**src/rtl/serial_frame_pkg.sv**
```systemverilog
// serial_frame_pkg: shared types and line-level constants for the serial
// frame receiver.
//   rx_state_t  - receiver FSM state. PARITY is always present so the state
//                 encoding is the same whether or not the parity feature
//                 (SERIAL_FRAME_RX_PARITY_EN) is compiled in.
//   START_BIT   - line level that opens a frame.
//   STOP_BIT    - line level required at the end of a good frame.
//   IDLE_LEVEL  - line level between frames.
package serial_frame_pkg;

  typedef enum logic [1:0] {
    IDLE   = 2'd0,
    DATA   = 2'd1,
    PARITY = 2'd2,
    STOP   = 2'd3
  } rx_state_t;

  localparam logic START_BIT  = 1'b1;
  localparam logic STOP_BIT   = 1'b0;
  localparam logic IDLE_LEVEL = 1'b0;

endpackage

```
**src/rtl/serial_frame_rx_shift_in.sv**
```systemverilog
// serial_shift_in: DATA_W-wide receive register written one bit at a time at
// an explicit bit position, plus a running XOR of every bit taken in.
//   clk, rst  - clock, asynchronous active-high reset
//   clr       - frame start: clears data and parity
//   shift_en  - write bit_in at position idx and fold it into parity
//   par_en    - fold bit_in into parity only (parity bit of the frame)
//   bit_in    - sampled serial bit
//   idx       - bit position for the write
//   data      - parallel read of the assembled word
//   par       - running parity of all bits taken in since clr
module serial_shift_in
  import serial_frame_pkg::*;
#(
  parameter int DATA_W = 8,
  parameter int CNT_W  = 3
) (
  input  logic              clk,
  input  logic              rst,
  input  logic              clr,
  input  logic              shift_en,
  input  logic              par_en,
  input  logic              bit_in,
  input  logic [CNT_W-1:0]  idx,
  output logic [DATA_W-1:0] data,
  output logic              par
);

  always_ff @(posedge clk or posedge rst) begin
    if (rst) begin
      data <= '0;
      par  <= 1'b0;
    end else if (clr) begin
      data <= '0;
      par  <= 1'b0;
    end else begin
      if (shift_en) begin
        data[idx] <= bit_in;
        par       <= par ^ bit_in;
      end
      if (par_en) begin
        par <= par ^ bit_in;
      end
    end
  end

endmodule

```
**src/rtl/serial_frame_rx.sv**
```systemverilog
// serial_frame_rx: one-bit-per-clock serial frame receiver with a one-entry
// valid/ready output buffer.
// Frame: start (1), DATA_W data bits LSB first, [even parity], stop (0).
// Optional feature macro: SERIAL_FRAME_RX_PARITY_EN adds the parity bit.
//   clk        - rising-edge clock
//   rst        - asynchronous active-high reset
//   in         - serial line, idle 0
//   out_data   - received word (only changes on a load)
//   out_valid  - out_data holds an unconsumed word
//   out_ready  - consumer accepts when out_valid && out_ready
//   frame_err  - one-cycle pulse on bad stop bit / bad parity
//   overflow   - one-cycle pulse when a good frame is dropped (buffer full)
module serial_frame_rx
  import serial_frame_pkg::*;
#(
  parameter int DATA_W = 8
) (
  input  logic              clk,
  input  logic              rst,
  input  logic              in,
  output logic [DATA_W-1:0] out_data,
  output logic              out_valid,
  input  logic              out_ready,
  output logic              frame_err,
  output logic              overflow
);

  localparam int CNT_W = (DATA_W > 1) ? $clog2(DATA_W) : 1;
  localparam logic [CNT_W-1:0] LAST_BIT = CNT_W'(DATA_W - 1);
`ifdef SERIAL_FRAME_RX_PARITY_EN
  localparam logic PAR_EN = 1'b1;
`else
  localparam logic PAR_EN = 1'b0;
`endif

  rx_state_t         state;
  logic [CNT_W-1:0]  cnt;
  logic [DATA_W-1:0] shreg;
  logic              par;
  logic              clr;
  logic              shift_en;
  logic              par_en;
  logic              frame_good;
  logic              handshake;

  assign clr       = (state == IDLE) && (in == START_BIT);
  assign shift_en  = (state == DATA);
  assign par_en    = (state == PARITY);
  assign handshake = out_valid && out_ready;
  // par already includes the parity bit when the stop bit is sampled, so an
  // even-parity frame leaves it at 0.
  assign frame_good = (in == STOP_BIT) && (!PAR_EN || !par);

  serial_shift_in #(
    .DATA_W (DATA_W),
    .CNT_W  (CNT_W)
  ) u_shift (
    .clk      (clk),
    .rst      (rst),
    .clr      (clr),
    .shift_en (shift_en),
    .par_en   (par_en),
    .bit_in   (in),
    .idx      (cnt),
    .data     (shreg),
    .par      (par)
  );

  always_ff @(posedge clk or posedge rst) begin
    if (rst) begin
      state     <= IDLE;
      cnt       <= '0;
      out_data  <= '0;
      out_valid <= 1'b0;
      frame_err <= 1'b0;
      overflow  <= 1'b0;
    end else begin
      frame_err <= 1'b0;
      overflow  <= 1'b0;
      if (handshake) begin
        out_valid <= 1'b0;
      end
      case (state)
        IDLE: begin
          if (in == START_BIT) begin
            state <= DATA;
            cnt   <= '0;
          end
        end
        DATA: begin
          if (cnt == LAST_BIT) begin
`ifdef SERIAL_FRAME_RX_PARITY_EN
            state <= PARITY;
`else
            state <= STOP;
`endif
          end else begin
            cnt <= cnt + CNT_W'(1);
          end
        end
        PARITY: begin
          state <= STOP;
        end
        STOP: begin
          // A bad stop bit is never reused as a start bit: always back to IDLE.
          state <= IDLE;
          if (frame_good) begin
            // A same-edge handshake frees the buffer for the new word.
            if (!out_valid || handshake) begin
              out_data  <= shreg;
              out_valid <= 1'b1;
            end else begin
              overflow <= 1'b1;
            end
          end else begin
            frame_err <= 1'b1;
          end
        end
        default: state <= IDLE;
      endcase
    end
  end

endmodule

```
**config.mk**
```make
export PLATFORM = sky130hd
export DESIGN_NAME = serial_frame_rx
export DESIGN_NICKNAME = d
export VERILOG_FILES = /design/src/rtl/serial_frame_pkg.sv /design/src/rtl/serial_frame_rx_shift_in.sv /design/src/rtl/serial_frame_rx.sv
export SDC_FILE = /design/constraint.sdc
export NUM_CORES = 1
export LEC_CHECK = 0
export CAP_MARGIN = 15
export CORE_UTILIZATION = 40
export DETAILED_ROUTE_END_ITERATION = 6
export PLACE_DENSITY = 0.59
export SYNTH_ARGS = -nofsm -noshare
export SYNTH_HDL_FRONTEND = slang
export SYNTH_SLANG_ARGS = --single-unit
```
**constraint.sdc**
```tcl
create_clock -name clk -period 4.1 [get_ports clk]
set_input_delay 0.41 -clock clk [delete_from_list [all_inputs] [get_ports clk]]
set_output_delay 0.41 -clock clk [all_outputs]
set_load 0.02 [all_outputs]
```
==> flow_metrics.env <==
export IMPL_synth_edff_count=0
export IMPL_cts_resized=0
export IMPL_worst_pin_slew_ps=898
export IMPL_ys_warn_count=0
export IMPL_clk_pin_slew_worst_paths_ps=130
export IMPL_grt_setup_unrepaired="false"
export IMPL_pwr_density_cell_nw_per_um2=703
export IMPL_io_pins=15
export IMPL_hp_class="flop to flop"
export IMPL_switchingPower_mw=0.370
export IMPL_status="completed"
export IMPL_crit_slowest_cell="clkdlybuf4s50_1"
export IMPL_setup_tns_ps=0
export IMPL_synth_seq_cells=24
export IMPL_areaGrowthSynthToFinish_pct=13.8
export IMPL_numCtsBuffers=3
export IMPL_setup_violations_final=0
export IMPL_cts_sinks=24
export IMPL_vias_per_cell=4.89
export IMPL_avgSynthCellArea_um2=12.5
export IMPL_cts_buffer_depth=2
export IMPL_end_kind="output port"
export IMPL_clockPowerShare=0.122
export IMPL_final_util=0.476
export IMPL_worstPathCellList="clkdlybuf4s50_1"
export IMPL_slowest_delay_ps=610
export IMPL_grt_pass1_wl_mm=3.55
export IMPL_cp_arrival_ps=1320
export IMPL_ant_nets=0
export IMPL_place_ws_ps=2070
export IMPL_tritoncts="yes"
export IMPL_critPathKind="flop to output port"
export IMPL_cts_root_buf="clkbuf_4"
export IMPL_fin_crit_sh=0.422
export IMPL_timing_max_cap_violations=0
export IMPL_antenna_found_initial=0
export IMPL_synth_area_um2=1270
export IMPL_place_gp_congestion=0.687
export IMPL_wirelength_mm=2.08
export IMPL_grt_busiest_layer="met2"
export IMPL_die_y_um=58.3
export IMPL_antenna_cells=0
export IMPL_die_area_um2=3390
export IMPL_rows=20
export IMPL_fmax_mhz=579
export IMPL_vias=763
export IMPL_power_mw=1.01
export IMPL_finClkSkew_ps=4.11
export IMPL_core_area_um2=3030
export IMPL_yosysSeqAreaShare=0.474
export IMPL_post_cts_setup_buffers=0
export IMPL_nNetsFinal=124
export IMPL_routedWlPerCell_um=13.3
export IMPL_p_comb_frac=0.464
export IMPL_synth_nets=112
export IMPL_period_needed_ps=1730
export IMPL_worst_ir_drop_vdd_mv=0.247
export IMPL_use_met1=0.176
export IMPL_numPortBuffers=14
export IMPL_critical_path_buf_inv_count=1
export IMPL_crit_family="buffers and inverters"
export IMPL_start_util=0.418
export IMPL_p_leak_nw=0.710
export IMPL_finalHoldViolCount=0
export IMPL_async_flop_share=1.00
export IMPL_critPathMaxFanout=2
export IMPL_overflow=0
export IMPL_htree_levels=1
export IMPL_slew_viol_final=0
export IMPL_startpoint_type="flop"
export IMPL_timing_final_ws_setup_ps=2370
export IMPL_yosysUniqueCellTypes=27
export IMPL_synthCells=101
export IMPL_gr_usage_all_layers=0.144
export IMPL_ctsHoldBuffers=0
export IMPL_hpwl_mm=1.48
export IMPL_power_internal_mw=0.643
export IMPL_synth_main_ff_cell="dfrtp_1"
export IMPL_drc=0
export IMPL_swShare=0.365
export IMPL_cp_required_ps=3690
export IMPL_grt_pass1_vias=764
export IMPL_grt_max_degree=25
export IMPL_insertion_delay_ps=320
export IMPL_slew_headroom=0.401
export IMPL_sequentialPowerShare=0.414
export IMPL_first_pass_iters=4
export IMPL_die_w_um=58.3
export IMPL_final_layout_size_suffix_gt1_frac=0.179
export IMPL_whs_ps=525
export IMPL_grt_use_met2=0.238
export IMPL_grtUsageMet3=0.0313
export IMPL_drt_first_iter_violations=15
==> stage by stage <==
| stage | instances | cell area, um^2 |
|---|---|---|
| final | 156 | 1440 |
| after global routing | 156 | 1440 |
| after CTS | 156 | 1440 |
| after detailed placement | 152 | 1410 |
| after global placement | 152 | 1410 |
| after floorplan | 101 | 1270 |
==> metal layers <==
metal / vias to the layer above / wire length (um)
met3: 6 / 74
met1: 375 / 954
met4: 0 / 44
met5: - / 0
li1: 368 / -
met2: 14 / 1010
==> final cells by class <==
class,count,area (um^2)
clock buffer,4,36.3
fill,295,1590
inverter,5,18.8
multi-input combinational,65,591
sequential,24,601
tap,44,55.1
timing repair buffer,14,140
==> sequential cells by signal (all words and copies together) (netlist names) <==
name / count
u_shift.data: 8
state: 2
overflow: 1
out_data: 8
frame_err: 1
out_valid: 1
cnt: 3
==> logic make-up after synthesis <==
logic type | Yosys count | synth area share
AOI/OAI and AO/OA | 9 | 0.0504
adders and majority gates | 7 | 0.0692
buffers and inverters | 12 | 0.0593
DFF | 24 | 0.474
muxes | 18 | 0.178
and+or+nand+nor | 31 | 0.169
==> layout by cell type (no fill, tap or decap), types with 2 or more instances in the layout <==
cell and n:
dfrtp_1 24, clkdlybuf4s50_1 14, mux2_4 9, mux2i_1 9
nor2_1 9, ha_1 7, inv_1 5, nand2_1 4
nand2b_1 3, and4bb_2 3, nand4b_1 3, clkbuf_4 3
nand2b_4 2, and2_1 2, o21ai_0 2, a22o_1 2
==> power groups by stage <==
stage,Clock (mW),Sequential [mW],Combinational (mW)
2_1_floorplan,0,0.432,0.340
3_3_place_gp,0,0.420,0.466
3_5_place_dp,0,0.427,0.476
4_1_cts,0.129,0.422,0.478
5_1_grt,0.141,0.432,0.517
6_report,0.124,0.419,0.470
==> synth_stat cells, drive strengths merged, types with 3 or more instances <==
library cell  number  area [um^2]
dfrtp             24          601
mux2               9          135
mux2i              9         90.1
nor2               9         33.8
buf                7         56.3
ha                 7         87.6
inv                5         18.8
nand2b             5         46.3
nand2              4         15.0
and4bb             3         37.5
nand4b             3         26.3
==> worst paths after layout <==
kind / start / to / slack, ps / cells after the start
max in group asynchronous: rst / u_shift.data[2] / 2990 / 2
hold / removal: u_shift.data[0] / out_data[0] / 530 / 1
min in group asynchronous: rst / out_data[7] / 570 / 2
setup / recovery: out_data[6] / out_data[6] / 2370 / 1
setup reg to reg: cnt[1] / state[1] / 2380 / 5
hold reg to reg: u_shift.data[0] / out_data[0] / 530 / 1
(Power assumes the default switching activity.)
